## src/rtl/signed_divider_if.sv

```systemverilog
// Handshake and data bundle for signed_divider.
// Requester drives start/operands; divider returns status and results.
interface signed_divider_if #(
  parameter int BIT_WIDTH    = 16,
  parameter int RESULT_WIDTH = 32
);
  logic                    start;
  logic [RESULT_WIDTH-1:0] dividend;
  logic [BIT_WIDTH-1:0]    divisor;
  logic                    busy;
  logic                    done;
  logic [RESULT_WIDTH-1:0] quotient;
  logic [BIT_WIDTH-1:0]    remainder;
  logic                    div_by_zero;

  modport master (
    output start, dividend, divisor,
    input  busy, done, quotient, remainder, div_by_zero
  );

  modport slave (
    input  start, dividend, divisor,
    output busy, done, quotient, remainder, div_by_zero
  );
endinterface

```

## src/rtl/signed_divider.sv

```systemverilog
// Multi-cycle signed restoring divider, one quotient bit per cycle.
// Optional divide-by-zero short path: define DIV_BY_ZERO_CHECK_EN.
`ifndef BIT_WIDTH
`define BIT_WIDTH 16
`endif
`ifndef RESULT_WIDTH
`define RESULT_WIDTH 32
`endif

module signed_divider #(
  parameter int BIT_WIDTH    = `BIT_WIDTH,
  parameter int RESULT_WIDTH = `RESULT_WIDTH
) (
  input logic           clk,
  input logic           rst_n,
  signed_divider_if.slave s
);
  localparam int BW = BIT_WIDTH;
  localparam int RW = RESULT_WIDTH;
  localparam int CW = $clog2(RW);

  typedef enum logic [1:0] {
    IDLE = 2'd0,
    CALC = 2'd1,
    SIGN = 2'd2
  } state_t;

  state_t        state, nxt;
  logic [BW:0]   pr;
  logic [RW-1:0] qm;
  logic [BW-1:0] dm;
  logic [CW-1:0] cnt;
  logic          sq, sr, dz_pend;
  logic          done_q, dz_q, busy_c;
  logic [RW-1:0] q_q;
  logic [BW-1:0] r_q;

  logic          accept, last, zero_div;
  logic [RW-1:0] dvd_mag;
  logic [BW-1:0] dvs_mag;
  logic [BW:0]   sh;
  logic [BW+1:0] diff;

  assign accept  = (state == IDLE) && s.start;
  assign last    = (cnt == CW'(RW - 1));
  assign dvd_mag = s.dividend[RW-1] ? -s.dividend : s.dividend;
  assign dvs_mag = s.divisor[BW-1] ? -s.divisor : s.divisor;
  assign sh      = {pr[BW-1:0], qm[RW-1]};
  assign diff    = {1'b0, sh} - {2'b00, dm};

`ifdef DIV_BY_ZERO_CHECK_EN
  assign zero_div = (s.divisor == '0);
`else
  assign zero_div = 1'b0;
`endif

  // state register
  always_ff @(posedge clk) begin
    if (!rst_n) state <= IDLE;
    else        state <= nxt;
  end

  // next-state decode
  always_comb begin
    nxt = state;
    case (state)
      IDLE:    if (s.start) nxt = zero_div ? SIGN : CALC;
      CALC:    if (last) nxt = SIGN;
      SIGN:    nxt = IDLE;
      default: nxt = IDLE;
    endcase
  end

  // status output decode
  always_comb begin
    busy_c = 1'b0;
    unique case (1'b1)
      (state == CALC): busy_c = 1'b1;
      (state == SIGN): busy_c = 1'b1;
      default:         busy_c = 1'b0;
    endcase
  end

  // operand capture, iteration datapath and result registers
  always_ff @(posedge clk) begin
    if (!rst_n) begin
      pr      <= '0;
      qm      <= '0;
      dm      <= '0;
      cnt     <= '0;
      sq      <= 1'b0;
      sr      <= 1'b0;
      dz_pend <= 1'b0;
      done_q  <= 1'b0;
      dz_q    <= 1'b0;
      q_q     <= '0;
      r_q     <= '0;
    end else begin
      done_q <= 1'b0;
      if (accept) begin
        pr      <= '0;
        qm      <= dvd_mag;
        dm      <= dvs_mag;
        sq      <= s.dividend[RW-1] ^ s.divisor[BW-1];
        sr      <= s.dividend[RW-1];
        cnt     <= '0;
        dz_pend <= zero_div;
        dz_q    <= 1'b0;
      end else if (state == CALC) begin
        cnt <= cnt + 1'b1;
        if (!diff[BW+1]) begin
          pr <= diff[BW:0];
          qm <= {qm[RW-2:0], 1'b1};
        end else begin
          pr <= sh;
          qm <= {qm[RW-2:0], 1'b0};
        end
      end else if (state == SIGN) begin
        done_q <= 1'b1;
        if (dz_pend) begin
          q_q  <= '1;
          r_q  <= '0;
          dz_q <= 1'b1;
        end else begin
          q_q <= sq ? -qm : qm;
          r_q <= sr ? -pr[BW-1:0] : pr[BW-1:0];
        end
      end
    end
  end

  assign s.busy        = busy_c;
  assign s.done        = done_q;
  assign s.quotient    = q_q;
  assign s.remainder   = r_q;
  assign s.div_by_zero = dz_q;
endmodule

```

## src/flat_wrapper.sv

```systemverilog
// flat-port wrapper written by rule: the top's interface ports become plain ports
module signed_divider_flat 
#(
  parameter int BIT_WIDTH    = `BIT_WIDTH,
  parameter int RESULT_WIDTH = `RESULT_WIDTH
)
  (clk, rst_n, s_start, s_dividend, s_divisor, s_busy, s_done, s_quotient, s_remainder, s_div_by_zero);
  signed_divider_if #(.BIT_WIDTH(BIT_WIDTH), .RESULT_WIDTH(RESULT_WIDTH)) s_i ();
  input logic clk;
  input logic rst_n;
  input wire logic [$bits(s_i.start)-1:0] s_start;
  input wire logic [$bits(s_i.dividend)-1:0] s_dividend;
  input wire logic [$bits(s_i.divisor)-1:0] s_divisor;
  output wire logic [$bits(s_i.busy)-1:0] s_busy;
  output wire logic [$bits(s_i.done)-1:0] s_done;
  output wire logic [$bits(s_i.quotient)-1:0] s_quotient;
  output wire logic [$bits(s_i.remainder)-1:0] s_remainder;
  output wire logic [$bits(s_i.div_by_zero)-1:0] s_div_by_zero;
  assign s_i.start = s_start;
  assign s_i.dividend = s_dividend;
  assign s_i.divisor = s_divisor;
  assign s_busy = s_i.busy;
  assign s_done = s_i.done;
  assign s_quotient = s_i.quotient;
  assign s_remainder = s_i.remainder;
  assign s_div_by_zero = s_i.div_by_zero;
  signed_divider #(.BIT_WIDTH(BIT_WIDTH), .RESULT_WIDTH(RESULT_WIDTH)) u_core (.clk(clk), .rst_n(rst_n), .s(s_i));
endmodule
```

## config.mk

```make
export PLATFORM = sky130hd
export DESIGN_NAME = signed_divider_flat
export DESIGN_NICKNAME = d
export VERILOG_FILES = /design/src/rtl/signed_divider_if.sv /design/src/rtl/signed_divider.sv /design/src/flat_wrapper.sv
export SDC_FILE = /design/constraint.sdc
export NUM_CORES = 1
export LEC_CHECK = 0
export ABC_AREA = 1
export ABC_CLOCK_PERIOD_IN_PS = 3650
export CAP_MARGIN = 15
export CELL_PAD_IN_SITES_DETAIL_PLACEMENT = 1
export CELL_PAD_IN_SITES_GLOBAL_PLACEMENT = 1
export CORE_MARGIN = 2
export CORE_UTILIZATION = 49
export CTS_CLUSTER_DIAMETER = 120
export DETAILED_ROUTE_END_ITERATION = 8
export DONT_BUFFER_PORTS = 1
export PLACE_DENSITY = 0.9
export SKIP_CTS_REPAIR_TIMING = 1
export SYNTH_ARGS = -nofsm -noshare
export SYNTH_HDL_FRONTEND = slang
export SYNTH_SLANG_ARGS = --single-unit
```

## constraint.sdc

```tcl
create_clock -name clk -period 3.65 [get_ports clk]
set_input_delay 0.1825 -clock clk [delete_from_list [all_inputs] [get_ports clk]]
set_output_delay 0.1825 -clock clk [all_outputs]
set_load 0.02 [all_outputs]
```

=== After elaboration in Yosys (flattened, before gate mapping) ===
Index checks and enable logic that the tools add are counted.

* Bits in registers: 122
* Output and inout port bits: 51
* Logic and storage cells: 46

* Add/subtract/negate cells: 6
* Equal/unequal tests: 5
* Multiplexer cells: 13
* Bitwise logic cells: 4
* Reduce and logical (&&, ||, !) cells: 8

{| class="wikitable"
|+ Operator list
! cell !! count
|-
| two-way mux 32 bit || 4
|-
| negation 32 bit || 2
|-
| two-way mux 16 bit || 3
|-
| negation 16 bit || 2
|-
| subtractor 17 x 16 -> 18 bit || 1
|-
| adder 5 x 1 -> 5 bit (second input constant) || 1
|-
| equality test 5 bit (second input constant) || 1
|-
| two-way mux 2 bit || 2
|-
| one-hot mux 2 bit (2 select lines) || 1
|-
| OR reduction 2 bit || 2
|-
| two-way mux 1 bit || 3
|-
| inverter 1 bit || 3
|-
| AND reduction 3 bit || 1
|-
| OR reduction 3 bit || 1
|-
| equality test 2 x 1 -> 1 bit (second input constant) || 1
|-
| equality test 2 bit (second input constant) || 1
|-
| zero test 2 bit || 1
|-
| != test 2 x 1 -> 1 bit (second input constant) || 1
|-
| != test 2 bit (second input constant) || 1
|-
| AND reduction 2 bit || 1
|-
| nonzero test 2 bit || 1
|-
| logical AND 1 bit || 1
|-
| XOR 1 bit || 1
|}

=== Logic depth before layout (Yosys ltp) ===
Gate-level depths: netlist (run 1).

* Depth after elaboration: 4
* Mapped depth: 14
* Depth with buffers taken out: 14

=== Least setup slack after synthesis (run 1) ===
Ideal clock, no wire load.

* Path type: register to register
* Start point: reg u_core.qm[31]
* End point: reg u_core.pr[14]
* Library setup time: 0.122 ns
* Data arrival time: 1.678 ns
* Data required time: 3.528 ns
* Slack: 1.850 ns
* Stages on the path, launching flop included: 14
* Buffers on the path: 0
* Path through: dfxtp_1 -> inv_1 -> ha_1 -> fa_1 -> inv_1 -> nand3_1 -> nand3_1 -> nand2_1 -> nand2_1 -> nand2_1 -> nand3_1 -> nand3_1 -> nand2_1 -> a21oi_1

* Longest elaborated chain between the ends: 2

{| class="wikitable"
|+ RTL lines
! item !! line !! RTL
|-
| start, declared || signed_divider.sv:30 || <nowiki>logic [RW-1:0] qm;</nowiki>
|-
| start signal, assigned || signed_divider.sv:102 || <nowiki>qm <= dvd_mag;</nowiki>
|-
| start signal, assigned || signed_divider.sv:113 || <nowiki>qm <= {qm[RW-2:0], 1'b1};</nowiki>
|-
| start signal, assigned || signed_divider.sv:116 || <nowiki>qm <= {qm[RW-2:0], 1'b0};</nowiki>
|-
| subtractor 17 x 16 -> 18 bit || signed_divider.sv:49 || <nowiki>assign diff = {1'b0, sh} - {2'b00, dm};</nowiki>
|-
| two-way mux 16 bit || signed_divider.sv:111 || <nowiki>if (!diff[BW+1]) begin</nowiki>
|-
| end signal, assigned || signed_divider.sv:112 || <nowiki>pr <= diff[BW:0];</nowiki>
|-
| end signal, assigned || signed_divider.sv:115 || <nowiki>pr <= sh;</nowiki>
|-
| end, declared || signed_divider.sv:29 || <nowiki>logic [BW:0] pr;</nowiki>
|}

Every way passes these cells.
A chain may end at the register's enable or synchronous reset.

=== Worst setup path in the final report (run 1) ===
* Start point: reg u_core.state[0]
* End point: reg u_core.dm[6]

* Longest elaborated chain between the ends: 2

{| class="wikitable"
|+ RTL lines
! item !! line !! RTL
|-
| start, declared || signed_divider.sv:28 || <nowiki>state_t state, nxt;</nowiki>
|-
| start signal, assigned || signed_divider.sv:60 || <nowiki>else state <= nxt;</nowiki>
|-
| zero test 2 bit || signed_divider.sv:44 || <nowiki>assign accept = (state == IDLE) && s.start;</nowiki>
|-
| logical AND 1 bit || signed_divider.sv:44 ||
|-
| end signal, assigned || signed_divider.sv:103 || <nowiki>dm <= dvs_mag;</nowiki>
|-
| end, declared || signed_divider.sv:31 || <nowiki>logic [BW-1:0] dm;</nowiki>
|}

Every way passes these cells.

==> impl_metrics.yaml, run 1 <==
outcome:
  status: "complete, but fails checks"
  violations: "negative hold slack"
placement:
  placed_cell_area_um2: 8615
  place.gp.congestion: 0.9387
  post-place-cells: 1532
  dp_hpwl_mm: 21.88
  port-buffer-count: 0
  place_worst_setup_slack_ps: 1225
final_layout:
  drive_gt1_share_pct: 9.018
  n_antenna_cell: 0
  area_growth_pct: 10.60
  nFillCells: 2343
  fin_area_um2: 9439
  layout_commonest_cell: "nand2_1"
  fin_nets: 1429
  register_area_um2: 2442
  fin_cells: 1589
  multi_input_comb_area_um2: 5054
  final_cell_mix: "328 x nand2_1, 201 x inv_1, 138 x nor2_1"
  fin_util_pct: 54.95
routing:
  wl_mm: 35.10
  wl_met3_mm: 3.645
  antenna_left: 0
  dr.max_layer_used: "met5"
  dr_total_vias: 9897
  met2WireLength_mm: 15.83
  drt-pass1-iter-count: 6
  route.detailed.drc: 0
  wl_per_cell_um: 22.09
  avgViaCountPerCell: 6.228
  drt_iter0_markers: 920
  wl_met1_mm: 13.86
critical_path:
  slowest_delay_ps: 630
  slowest_stage: "inv_2"
  crit_chain: "inv_1 -> ha_1 -> nand2_1 -> inv_1 -> buf_4 -> nor2_1 -> inv_2 -> o22ai_1 -> dlygate4sd3_1"
  crit_path_start_kind: "flop"
  crit_top_cell: "inv_1"
  r2r_cells: 9
  required_ps: 3980
  cp.arrival_ps: 3170
  end_kind: "flop"
  crit_type: "reg2reg"
  crit_path_max_fanout: 35
global_routing:
  track_usage_pct: 33.73
  grt_remaining_overflow: 0
  grt_first_pass_wirelength_mm: 48.56
  grt_pass1_vias: 9235
  antenna_found_initial: 1
  grt_max_degree: 86
timing:
  fin_crit_sh_pct: 77.66
  fin_crit_ps: 2835
  hold_violations: 8
  finalSetupViolations: 0
  fin_setup_tns_ps: 0
  maxSlewViolCount: 0
  max_slew_margin_pct: 37.72
  worst_pin_slew_ps: 933.2
  whs_ps: -55.92
  timing.fmax_ghz: 0.3528
  fin_skew_ps: 11.27
  rsz0062_at_grt: "false"
  finalWorstSetupSlack_ps: 815.3
synth:
  synth_ff_type: "dfxtp_1"
  synth_edf_count: 0
  syn-cell-area_um2: 8534
  ys_types: 53
  synthCells: 1351
  async_reset_ff_share_pct: 0
  avgSynthCellArea_um2: 6.317
  ys_seq_elements: 122
  syn-num-nets: 1429
  ys_warn_count: 0
  yosysSeqAreaShare_pct: 28.62
power_and_ir_drop:
  power.total_mw: 10.62
  leakagePower_nw: 4.393
  peakVddDrop_v: 0.0005888
  power_density_nw_per_um2: 1125
floorplanning:
  die_area_um2: 18490
  fp.dieH_um: 136.0
  io_pins: 102
  start_util_pct: 49.69
  die_width_um: 136.0
  num_rows: 48
  core_area_um2: 17180
clocking:
  htree_levels: 4
  clk_latency_ps: 450
  clk_pin_slew_ps: 60
  cts_max_path_buffers: 2
  cts_tree: "built"
  root_buffer: "clkbuf_16"
  cts_made_buffers: 17
  clock-sinks: 122
min_path:
  hold_path_depth: 2
  hold_class: "in2reg"
flow_run:
  max_cap_violations: 0
==> logic make-up after synthesis <==
kind of cell               share of synthesized area, %
and+or+nand+nor                                   36.02
buffers and inverters                             12.20
AOI/OAI and AO/OA                                 16.30
DFF                                               28.62
xor gates and xnor gates                          2.771
adders and majority gates                         4.046
other                                           0.04394
==> Yosys cell counts, types with 3 or more instances <==
cell type | n | area (um2)
buf_6 | 3 | 33.78
o221ai_1 | 8 | 70.07
nand3b_1 | 3 | 22.52
or2_2 | 3 | 18.77
nand4_1 | 22 | 137.6
a31oi_1 | 9 | 56.30
xnor2_1 | 7 | 61.31
nor3_2 | 3 | 30.03
buf_2 | 12 | 60.06
a21oi_2 | 9 | 78.83
clkbuf_1 | 27 | 101.4
xor2_1 | 20 | 175.2
buf_1 | 5 | 18.77
inv_1 | 201 | 754.5
o22ai_1 | 38 | 237.7
nor2_2 | 8 | 50.05
o21ai_1 | 6 | 30.03
nor2_4 | 5 | 56.30
nand2_1 | 328 | 1231
nand3_1 | 106 | 530.5
inv_2 | 9 | 33.78
ha_1 | 26 | 325.3
nor3_1 | 16 | 80.08
nor2_1 | 138 | 518.0
nand2_2 | 20 | 125.1
dfxtp_1 | 122 | 2442
a21oi_1 | 68 | 340.3
o211ai_1 | 9 | 67.56
o21ai_0 | 73 | 365.4
nand3_2 | 17 | 170.2
==> final timing paths <==
kind                           startpoint  slack, ps                          to
min reg2reg    u_core.cnt[4]$_SDFFE_PP0P_        500  u_core.cnt[4]$_SDFFE_PP0P_
min                        s_dividend[23]        -60  u_core.qm[23]$_SDFFE_PN0P_
max reg2reg  u_core.state[0]$_SDFFE_PN0P_        820   u_core.dm[6]$_SDFFE_PN0P_
max          u_core.state[0]$_SDFFE_PN0P_        820   u_core.dm[6]$_SDFFE_PN0P_
==> final cells by class <==
cell class,count,share of cell area (%)
tap,225,2.983
multi-input combinational,968,53.54
sequential,122,25.87
timing repair buffer,31,3.314
clock inverter,11,0.9146
clock buffer,21,4.984
inverter,211,8.391
==> worst max-delay path: cells and delay by family, from the launching register on <==
family          cells  cell delay (ps)
compound gates      1              160
buf+inv             5             1730
fa+ha+maj           1              190
flops               1              310
simple gates        2              310
==> flip-flops by register name, summed over array words and instances (netlist names) <==
register and cells:
u_core.qm 32, u_core.s.quotient 32, u_core.dm 16, u_core.pr 16, u_core.s.remainder 16, u_core.cnt 5, u_core.state 2, u_core.s.done 1
u_core.sq 1, u_core.sr 1
==> routing by layer <==
layer / vias up / GRT usage (%)
met2: 638 / 53.42
met4: 2 / 12.96
li1: 4374 / -
met5: - / 0
met3: 168 / 8.799
met1: 4715 / 43.97
==> where the power goes <==
| part | internal (mW) | switching (mW) | leakage, nW |
|---|---|---|---|
| Sequential | 1.73 | 0.678 | 0.996 |
| Combinational | 1.97 | 4.58 | 3.14 |
| Clock | 0.929 | 0.730 | 0.259 |
| Total | 4.63 | 5.99 | 4.39 |
(Power assumes the default switching activity.)
==> run 2: changes to the inputs <==
--- a/config.mk
+++ b/config.mk
@@ -6,16 +6,16 @@
 export NUM_CORES = 1
 export LEC_CHECK = 0
 export ABC_AREA = 1
-export ABC_CLOCK_PERIOD_IN_PS = 3650
+export ABC_CLOCK_PERIOD_IN_PS = 2700
 export CAP_MARGIN = 15
 export CELL_PAD_IN_SITES_DETAIL_PLACEMENT = 1
 export CELL_PAD_IN_SITES_GLOBAL_PLACEMENT = 1
 export CORE_MARGIN = 2
-export CORE_UTILIZATION = 49
+export CORE_UTILIZATION = 45
 export CTS_CLUSTER_DIAMETER = 120
 export DETAILED_ROUTE_END_ITERATION = 8
 export DONT_BUFFER_PORTS = 1
-export PLACE_DENSITY = 0.9
+export PLACE_DENSITY = 0.84
 export SKIP_CTS_REPAIR_TIMING = 1
 export SYNTH_ARGS = -nofsm -noshare
 export SYNTH_HDL_FRONTEND = slang
==> constraint.sdc (replaced) <==
create_clock -name clk -period 2.7 [get_ports clk]
set_input_delay 0.135 -clock clk [delete_from_list [all_inputs] [get_ports clk]]
set_output_delay 0.135 -clock clk [all_outputs]
set_load 0.02 [all_outputs]
==> impl_metrics.yaml, run 2 (synthesis results as in run 1) <==
outcome:
  violations: "negative hold slack"
  status: "complete, but fails checks"
timing:
  finalSetupViolations: 0
  timing.fmax_ghz: 0.4152
  maxSlewViolCount: 0
  rsz0062_at_grt: "false"
  fin_crit_sh_pct: 89.20
  fin_crit_ps: 2408
  max_slew_margin_pct: 46.89
  hold_violations: 11
  fin_setup_tns_ps: 0
  worst_pin_slew_ps: 795.6
  finalWorstSetupSlack_ps: 291.5
  whs_ps: -22.35
  fin_skew_ps: 7.602
critical_path:
  crit_type: "reg2reg"
  r2r_cells: 11
  crit_path_max_fanout: 30
  cp.arrival_ps: 2740
  slowest_stage: "dfxtp_1"
  end_kind: "flop"
  crit_start: "u_core.state[0]$_SDFFE_PN0P_"
  slowest_delay_ps: 340
  crit_top_cell: "inv_1"
  endpoint: "u_core.qm[23]$_SDFFE_PN0P_"
  crit_chain: "inv_1 -> ha_1 -> nand2_1 -> inv_1 -> buf_4 -> nor2_1 -> inv_1 -> buf_4 -> o22ai_1 -> nand2_1 -> o21ai_1"
  r2r_slack_ps: 290
  r2r-end: "u_core.qm[23]$_SDFFE_PN0P_"
  required_ps: 3040
  rr_startpoint: "u_core.state[0]$_SDFFE_PN0P_"
  crit_path_start_kind: "flop"
clocking:
  cts_tree: "built"
  clock-sinks: 122
  cts_max_path_buffers: 2
  cts_made_buffers: 17
  htree_levels: 4
  root_buffer: "clkbuf_16"
  clk_latency_ps: 430
  clk_pin_slew_ps: 60
global_routing:
  grt_pass1_vias: 9055
  antenna_found_initial: 0
  grt_first_pass_wirelength_mm: 47.55
  grt_max_degree: 86
  track_usage_pct: 29.92
  grt_remaining_overflow: 0
power_and_ir_drop:
  peakVddDrop_v: 0.0009484
  power_density_nw_per_um2: 1464
  leakagePower_nw: 4.564
floorplanning:
  start_util_pct: 45.78
  die_area_um2: 20080
  num_rows: 50
  io_pins: 102
  core_area_um2: 18640
  fp.dieH_um: 141.7
  die_width_um: 141.7
routing:
  dr_total_vias: 9238
  drt-pass1-iter-count: 5
  avgViaCountPerCell: 5.674
  dr.max_layer_used: "met4"
  met2WireLength_mm: 14.38
  antenna_left: 0
  route.detailed.drc: 0
  wl_mm: 31.31
  wl_met3_mm: 1.985
  wl_per_cell_um: 19.23
  wl_met1_mm: 14.05
  drt_iter0_markers: 569
final_layout:
  fin_nets: 1459
  layout_commonest_cell: "nand2_1"
  drive_gt1_share_pct: 9.469
  final_cell_mix: "328 x nand2_1, 201 x inv_1, 138 x nor2_1"
  n_antenna_cell: 0
  nFillCells: 2536
  area_growth_pct: 15.00
  fin_util_pct: 52.64
min_path:
  hold_class: "in2reg"
placement:
  place_worst_setup_slack_ps: 396.2
  dp_hpwl_mm: 21.99
  port-buffer-count: 0
  place.gp.congestion: 0.9697
flow_run:
  max_cap_violations: 0
==> run 2: layer usage <==
metal,global-route usage [%],vias up
met5,0,-
met4,9.789,0
met3,6.682,61
met2,48.39,291
met1,39.64,4439
li1,-,4447
==> run 2: through the flow <==
step | cell area, um2 | std cells | total power, mW | hold slack (ps)
after floorplan | 8534 | 1351 | 9.636 | 270.9
after global placement | 8698 | 1549 | 11.28 | 254.1
after detailed placement | 8698 | 1549 | 11.57 | 267.1
after CTS | 9326 | 1581 | 14.17 | -175.8
after global routing | 9814 | 1628 | 15.42 | 0.8101
final | 9814 | 1628 | 14.36 | -22.35
==> run 2: area by class of cell <==
| class | instances | area [um2] | share of cell area (%) |
|---|---|---|---|
| Sequential cell | 122 | 2442 | 24.89 |
| Tap cell | 234 | 292.8 | 2.983 |
| Multi-Input combinational cell | 968 | 5054 | 51.49 |
| Timing Repair Buffer | 61 | 605.6 | 6.170 |
| Clock inverter | 12 | 161.4 | 1.645 |
| Clock buffer | 20 | 466.7 | 4.755 |
| Inverter | 211 | 792.0 | 8.070 |
==> run 2: how the worst min path moves through the flow <==
stage / from / cells past startpoint / end
floorplan: s_dividend[10] / 2 / u_core.qm[10]$_SDFFE_PN0P_
detailed placement: rst_n / 2 / u_core.qm[17]$_SDFFE_PN0P_
global route: s_dividend[15] / 3 / u_core.qm[15]$_SDFFE_PN0P_
global placement: rst_n / 2 / u_core.s.remainder[7]$_SDFFE_PN0P_
finish: s_dividend[31] / 2 / u_core.qm[4]$_SDFFE_PN0P_
CTS: rst_n / 2 / u_core.qm[17]$_SDFFE_PN0P_
==> run 2: critical path: cells and delay by family (launching register included) <==
kind                       cells  cell delay, ps
buffers and inverters          5             800
and+or+nand+nor                3             610
DFF                            1             340
AOI/OAI and AO/OA              2             340
adders and majority gates      1             220
==> run 2: power breakdown <==
| part | switching (mW) | leakage, nW | total, mW | internal (mW) |
|---|---|---|---|---|
| clock network | 0.900 | 0.300 | 2.43 | 1.53 |
| logic | 5.94 | 3.27 | 8.72 | 2.78 |
| registers | 0.863 | 0.996 | 3.21 | 2.34 |
